--- src/rtl/mul_accum.sv ---
// mul_accum: sums groups of N consecutive unsigned 8-bit products and
// presents each group total, a sticky carry flag and the group index on a
// valid/ready output port. Two states: ACC gathers products, HOLD keeps the
// finished result stable until the sink takes it.
module mul_accum #(
    parameter int N     = 4,   // products summed per group (N >= 2)
    parameter int ACC_W = 12,  // accumulator / result width (ACC_W >= 8)
    parameter int CNT_W = 8    // group-index counter width
) (
    input  logic             clk,
    input  logic             rst_n,
    input  logic [7:0]       in_prod,
    input  logic             in_valid,
    output logic             in_ready,
    input  logic             clr,
    output logic [ACC_W-1:0] out_sum,
    output logic             out_ovf,
    output logic             out_valid,
    input  logic             out_ready,
    output logic [CNT_W-1:0] out_grp
);

    // Position counter only has to reach N-1.
    localparam int IDX_W = (N > 1) ? $clog2(N) : 1;
    localparam logic [IDX_W-1:0] LAST_IDX = IDX_W'(N - 1);

    typedef enum logic {
        ST_ACC  = 1'b0,
        ST_HOLD = 1'b1
    } state_t;

    state_t             state_reg, state_next;
    logic [ACC_W-1:0]   acc_reg, acc_next;
    logic [IDX_W-1:0]   cnt_reg, cnt_next;
    logic               ovf_reg, ovf_next;
    logic [CNT_W-1:0]   grp_reg, grp_next;
    logic [ACC_W-1:0]   sum_reg, sum_next;
    logic               out_ovf_reg, out_ovf_next;
    logic               valid_reg, valid_next;
    logic [CNT_W-1:0]   out_grp_reg, out_grp_next;

    // One extra bit on the adder so the carry out of ACC_W bits is visible.
    logic [ACC_W:0]     add_full;
    logic               add_carry;
    logic [ACC_W-1:0]   add_wrap;
    logic               last_item;

    // Zero-extended add of the incoming product onto the running sum.
    assign add_full  = {1'b0, acc_reg} + {{(ACC_W + 1 - 8){1'b0}}, in_prod};
    assign add_carry = add_full[ACC_W];
    assign add_wrap  = add_full[ACC_W-1:0];
    assign last_item = (cnt_reg == LAST_IDX);

    // Input side is open only while gathering; this gives one bubble per group.
    assign in_ready  = (state_reg == ST_ACC);

    assign out_sum   = sum_reg;
    assign out_ovf   = out_ovf_reg;
    assign out_valid = valid_reg;
    assign out_grp   = out_grp_reg;

    // State and datapath registers; reset drops any partial or pending group.
    always_ff @(posedge clk or negedge rst_n) begin
        if (!rst_n) begin
            state_reg   <= ST_ACC;
            acc_reg     <= '0;
            cnt_reg     <= '0;
            ovf_reg     <= 1'b0;
            grp_reg     <= '0;
            sum_reg     <= '0;
            out_ovf_reg <= 1'b0;
            valid_reg   <= 1'b0;
            out_grp_reg <= '0;
        end else begin
            state_reg   <= state_next;
            acc_reg     <= acc_next;
            cnt_reg     <= cnt_next;
            ovf_reg     <= ovf_next;
            grp_reg     <= grp_next;
            sum_reg     <= sum_next;
            out_ovf_reg <= out_ovf_next;
            valid_reg   <= valid_next;
            out_grp_reg <= out_grp_next;
        end
    end

    // Next-state and datapath logic; everything holds unless a case below acts.
    always_comb begin
        state_next   = state_reg;
        acc_next     = acc_reg;
        cnt_next     = cnt_reg;
        ovf_next     = ovf_reg;
        grp_next     = grp_reg;
        sum_next     = sum_reg;
        out_ovf_next = out_ovf_reg;
        valid_next   = valid_reg;
        out_grp_next = out_grp_reg;

        unique case (state_reg)
            ST_ACC: begin
                if (clr) begin
                    // Clear beats a same-cycle product; the group index is kept.
                    acc_next = '0;
                    cnt_next = '0;
                    ovf_next = 1'b0;
                end else if (in_valid) begin
                    if (last_item) begin
                        // Nth product: publish the total and restart the group.
                        sum_next     = add_wrap;
                        out_ovf_next = ovf_reg | add_carry;
                        out_grp_next = grp_reg;
                        valid_next   = 1'b1;
                        acc_next     = '0;
                        cnt_next     = '0;
                        ovf_next     = 1'b0;
                        grp_next     = grp_reg + CNT_W'(1);
                        state_next   = ST_HOLD;
                    end else begin
                        acc_next = add_wrap;
                        ovf_next = ovf_reg | add_carry;
                        cnt_next = cnt_reg + IDX_W'(1);
                    end
                end
            end
            ST_HOLD: begin
                // Result stays put (clr included) until the sink accepts it.
                if (out_ready) begin
                    valid_next = 1'b0;
                    state_next = ST_ACC;
                end
            end
            default: begin
                state_next = ST_ACC;
            end
        endcase
    end

endmodule
--- config.mk ---
export PLATFORM = sky130hd
export DESIGN_NAME = mul_accum
export DESIGN_NICKNAME = d
export VERILOG_FILES = /design/src/rtl/mul_accum.sv
export SDC_FILE = /design/constraint.sdc
export NUM_CORES = 1
export LEC_CHECK = 0
export BUFFER_PORTS_ARGS = -buffer_cell sky130_fd_sc_hd__buf_2
export CAP_MARGIN = 10
export CORE_UTILIZATION = 35
export CTS_BUF_LIST = sky130_fd_sc_hd__clkbuf_8
export CTS_CLUSTER_SIZE = 12
export DETAILED_ROUTE_END_ITERATION = 10
export GPL_ROUTABILITY_DRIVEN = 1
export PLACE_DENSITY = 0.6
export SLEW_MARGIN = 20
export SYNTH_ARGS = -nofsm -noshare
export SYNTH_HDL_FRONTEND = slang
export SYNTH_SLANG_ARGS = --single-unit
--- constraint.sdc ---
create_clock -name clk -period 6 [get_ports clk]
set_input_delay 0 -clock clk [delete_from_list [all_inputs] [get_ports clk]]
set_output_delay 0 -clock clk [all_outputs]
set_load 0.01 [all_outputs]
==> report_table.html <==
<table>
<tr><th>Metric</th><th>Value</th></tr>
<tr><th colspan="2">Run status</th></tr>
<tr><td>Outcome</td><td>finished clean</td></tr>
<tr><th colspan="2">Clocking</th></tr>
<tr><td>CTS buffer count</td><td>5</td></tr>
<tr><td>Clock edge transition at the registers on the reported setup and hold paths</td><td>0.09 ns</td></tr>
<tr><td>Clock Sink Count</td><td>46</td></tr>
<tr><td>H-tree levels</td><td>2</td></tr>
<tr><td>Clock tree from TritonCTS</td><td>done</td></tr>
<tr><td>Clock Path Buffers</td><td>2</td></tr>
<tr><td>Resized Gates After CTS</td><td>0</td></tr>
<tr><td>Hold-fix buffer count after cts</td><td>3</td></tr>
<tr><td>Setup bufs post-CTS</td><td>0</td></tr>
<tr><td>Clock latency at the later pin of the worst-skew pair</td><td>0.30 ns</td></tr>
<tr><td>Root Buffer</td><td>clkbuf_8</td></tr>
<tr><th colspan="2">Route</th></tr>
<tr><td>Number of DRC markers in iteration 0</td><td>70</td></tr>
<tr><td>Total vias in the final route</td><td>1748</td></tr>
<tr><td>Wire per inst</td><td>12.8 um</td></tr>
<tr><td>DRC violations left</td><td>0</td></tr>
<tr><td>Detailed-route wire length</td><td>4550 um</td></tr>
<tr><td>Antenna-violating nets left</td><td>0</td></tr>
<tr><td>Vias per std cell</td><td>4.94</td></tr>
<tr><td>DR pass1 iterations</td><td>4</td></tr>
<tr><th colspan="2">Synth</th></tr>
<tr><td>Register area share after synthesis</td><td>49.9%</td></tr>
<tr><td>Proportion of netlist area held by the largest area contributor</td><td>49.9%</td></tr>
<tr><td>Leading area contributor after synthesis</td><td>dfrtp_1</td></tr>
<tr><td>Per-instance average area after synthesis</td><td>9.61 um2</td></tr>
<tr><td>Synth Area in Compound Gates</td><td>16.4%</td></tr>
<tr><td>Nets in the synthesized netlist</td><td>264</td></tr>
<tr><td>Cell types occupying the most area after synthesis</td><td>dfrtp_1 (50%), nand2_1 (9.6%), ha_1 (5.4%), o21ai_0 (4.3%), xnor2_1 (2.7%)</td></tr>
<tr><td>Post-synthesis simple-gate area fraction</td><td>19.6%</td></tr>
<tr><td>Number of library cell types mapped by synthesis</td><td>42</td></tr>
<tr><td>Warnings from Yosys</td><td>0</td></tr>
<tr><td>Share of the synthesized netlist area taken by xor and xnor gates</td><td>4.56%</td></tr>
<tr><td>Post-synth ARST share</td><td>100%</td></tr>
<tr><td>Most common flop cell mapped by yosys</td><td>dfrtp_1</td></tr>
<tr><td>Number of enable-type register cells in the synthesized netlist</td><td>0</td></tr>
<tr><td>Synth Cell Area</td><td>2310 um2</td></tr>
<tr><td>Mux contribution to synthesized area</td><td>0%</td></tr>
<tr><td>Adder-Cell Fraction of Synth Area</td><td>6.29%</td></tr>
<tr><td>Cells after synthesis</td><td>240</td></tr>
<tr><td>Count of state elements after synthesis</td><td>46</td></tr>
<tr><td>Largest family of logic cells by synthesized area</td><td>simple AND/OR/NAND/NOR gates</td></tr>
<tr><th colspan="2">Final layout</th></tr>
<tr><td>Most common cell after layout, fill and taps aside</td><td>nand2_1</td></tr>
<tr><td>Proportion of layout cells with a drive suffix above 1</td><td>18.4%</td></tr>
<tr><td>Nets</td><td>300</td></tr>
<tr><td>Antenna Diode Count</td><td>0</td></tr>
<tr><td>Area Overhead vs Synth</td><td>15.3%</td></tr>
<tr><td>Highest-count cells in the layout ignoring fill and taps</td><td>nand2_1 (59), dfrtp_1 (46), buf_2 (34), o21ai_0 (19), inv_1 (11)</td></tr>
<tr><th colspan="2">GRT</th></tr>
<tr><td>Wire length of the first global-routing pass</td><td>8000 um</td></tr>
<tr><td>Total global-route track usage</td><td>14.2%</td></tr>
<tr><td>Vias in the first global route</td><td>1675</td></tr>
<tr><td>Maximum number of pins on one net before global-route repair</td><td>47</td></tr>
<tr><td>Number of antenna violations at the first check in global routing</td><td>0</td></tr>
<tr><td>Remaining global-route overflow</td><td>0</td></tr>
<tr><th colspan="2">Worst hold path</th></tr>
<tr><td>Path category of the worst min-delay check</td><td>in -&gt; reg</td></tr>
<tr><td>Source of the worst hold timing path</td><td>in_valid</td></tr>
<tr><td>Cell count of the worst hold path</td><td>3</td></tr>
<tr><th colspan="2">STA</th></tr>
<tr><td>Pins over their slew limit</td><td>0</td></tr>
<tr><td>Slew HR</td><td>32.2%</td></tr>
<tr><td>Final clock period utilization by the worst path</td><td>35.1%</td></tr>
<tr><td>Final setup violation count</td><td>0</td></tr>
<tr><td>Final setup TNS</td><td>0 ns</td></tr>
<tr><td>Number of hold violations in the final report</td><td>0</td></tr>
<tr><td>Clock skew</td><td>0.00842 ns</td></tr>
<tr><td>Slack of the critical path</td><td>3.90 ns</td></tr>
<tr><td>Transition time at the pin with the least slew margin</td><td>1.01 ns</td></tr>
<tr><td>RSZ-0062 raised after global routing</td><td>no</td></tr>
<tr><td>Time the worst path needs with I/O delays and setup</td><td>2.10 ns</td></tr>
<tr><td>Fmax</td><td>0.475 GHz</td></tr>
<tr><th colspan="2">Placement</th></tr>
<tr><td>Half-perimeter wire length of the detailed placement result</td><td>3130 um</td></tr>
<tr><td>Setup slack at placement</td><td>3.92 ns</td></tr>
<tr><td>Count of port buffers added during placement</td><td>35</td></tr>
<tr><td>Global placer's final weighted congestion</td><td>0.771</td></tr>
<tr><th colspan="2">Setup path</th></tr>
<tr><td>Data required time of the critical path</td><td>6.19 ns</td></tr>
<tr><td>Nature of the critical path endpoint</td><td>flip-flop</td></tr>
<tr><td>Crit Path Category</td><td>reg -&gt; reg</td></tr>
<tr><td>Launching point of the worst reg2reg path</td><td>acc_reg[0]$_DFFE_PN0P_</td></tr>
<tr><td>First element of the critical path</td><td>acc_reg[0]$_DFFE_PN0P_</td></tr>
<tr><td>Worst reg-to-reg path cell count</td><td>8</td></tr>
<tr><td>Maximum fanout count along the critical path</td><td>8</td></tr>
<tr><td>Signal arrival time at the worst endpoint</td><td>2.29 ns</td></tr>
<tr><td>CP Launch Type</td><td>flip-flop</td></tr>
<tr><th colspan="2">Job</th></tr>
<tr><td>Max-cap violations</td><td>0</td></tr>
<tr><th colspan="2">Floorplanning</th></tr>
<tr><td>Placeable core area</td><td>6350 um2</td></tr>
<tr><td>Total I/O pin count</td><td>36</td></tr>
<tr><td>Starting density of the core</td><td>36.3%</td></tr>
<tr><td>Number of placement rows</td><td>29</td></tr>
<tr><td>Die Ht</td><td>83.2 um</td></tr>
<tr><td>Die W</td><td>83.2 um</td></tr>
<tr><td>Die Footprint</td><td>6920 um2</td></tr>
<tr><th colspan="2">Power and ir drop</th></tr>
<tr><td>Worst IR drop on VDD</td><td>85.6 uV</td></tr>
<tr><td>Tot Pwr</td><td>0.752 mW</td></tr>
<tr><td>Power density over the cells</td><td>283 nW/um2</td></tr>
<tr><td>Leakage component of the power</td><td>1.30 nW</td></tr>
</table>
==> cell type report <==
class / instances / area [um2]
clock buffer: 5 / 68.8
clock inverter: 3 / 17.5
fill: 622 / 3690
inverter: 10 / 37.5
multi-input combinational: 175 / 1080
sequential: 46 / 1150
tap: 77 / 96.3
timing repair buffer: 38 / 208
==> synthesized netlist by cell type, types with 2 or more instances <==
cell,n
a21oi_1,4
a31oi_1,6
and3_1,3
and4_1,2
buf_2,3
clkbuf_1,6
dfrtp_1,46
ha_1,10
inv_1,10
nand2_1,59
nand2b_1,3
nand3_1,5
nand4_1,4
nor2_1,7
nor2b_1,4
nor3_1,3
o2111ai_1,3
o211ai_1,3
o211ai_2,2
o21a_1,3
o21ai_0,20
o21ai_1,3
o31ai_1,2
xnor2_1,7
xor2_1,5
==> per-layer routing <==
metal	track usage, %	wire, um	up-vias
met5	0	0	-
met4	4.70	65	0
met3	2.78	121	5
met2	23.0	2120	29
met1	19.0	2240	811
li1	-	-	903
==> worst max-delay path, cell delays in order (launching register included) <==
cell      delay (ns)
dfrtp_1         0.37
ha_1            0.18
inv_1           0.05
fa_1            0.40
nor2b_2         0.15
o211ai_2        0.12
a32oi_4         0.31
a31oi_1         0.13
o31a_1          0.28
==> worst paths after layout <==
kind | end | slack [ns]
worst max-delay path | out_sum[10]$_DFFE_PN0P_ | 3.90
worst max register to register | out_sum[10]$_DFFE_PN0P_ | 3.90
worst min-delay path | cnt_reg[1]$_DFFE_PN0P_ | 0.08
min in group asynchronous | out_grp[1]$_DFFE_PN0P_ | 0.23
worst min register to register | grp_reg[7]$_DFFE_PN0P_ | 0.47
max in group asynchronous | acc_reg[4]$_DFFE_PN0P_ | 5.35
==> logic make-up (layout without fill, tap and decap cells) <==
| logic type | after synthesis | after routing |
|---|---|---|
| AND/OR/NAND/NOR | 97 | 97 |
| buffers and inverters | 19 | 56 |
| adder cells (fa/ha/maj) | 11 | 11 |
| flip-flops | 46 | 46 |
| XOR/XNOR | 12 | 12 |
| AO/OA/AOI/OAI | 55 | 55 |
==> metrics by stage <==
| stage | cells | hold WS, ns | utilization, % | instance area, um2 |
|---|---|---|---|---|
| finish | 354 | 0.0772 | 41.9 | 2660 |
| CTS | 354 | 0.0669 | 41.9 | 2660 |
| global route | 354 | 0.123 | 41.9 | 2660 |
| detailed placement | 343 | 0.206 | 40.0 | 2540 |
| floorplan | 240 | -0.296 | - | 2310 |
| global placement | 343 | 0.204 | 40.0 | 2540 |
==> power by group <==
group	switching, mW	internal (mW)	total [mW]
clock	0.102	0.0806	0.183
combinational	0.105	0.0789	0.183
sequential	0.0329	0.353	0.386
No activity file was read; power rests on OpenSTA's default activity.
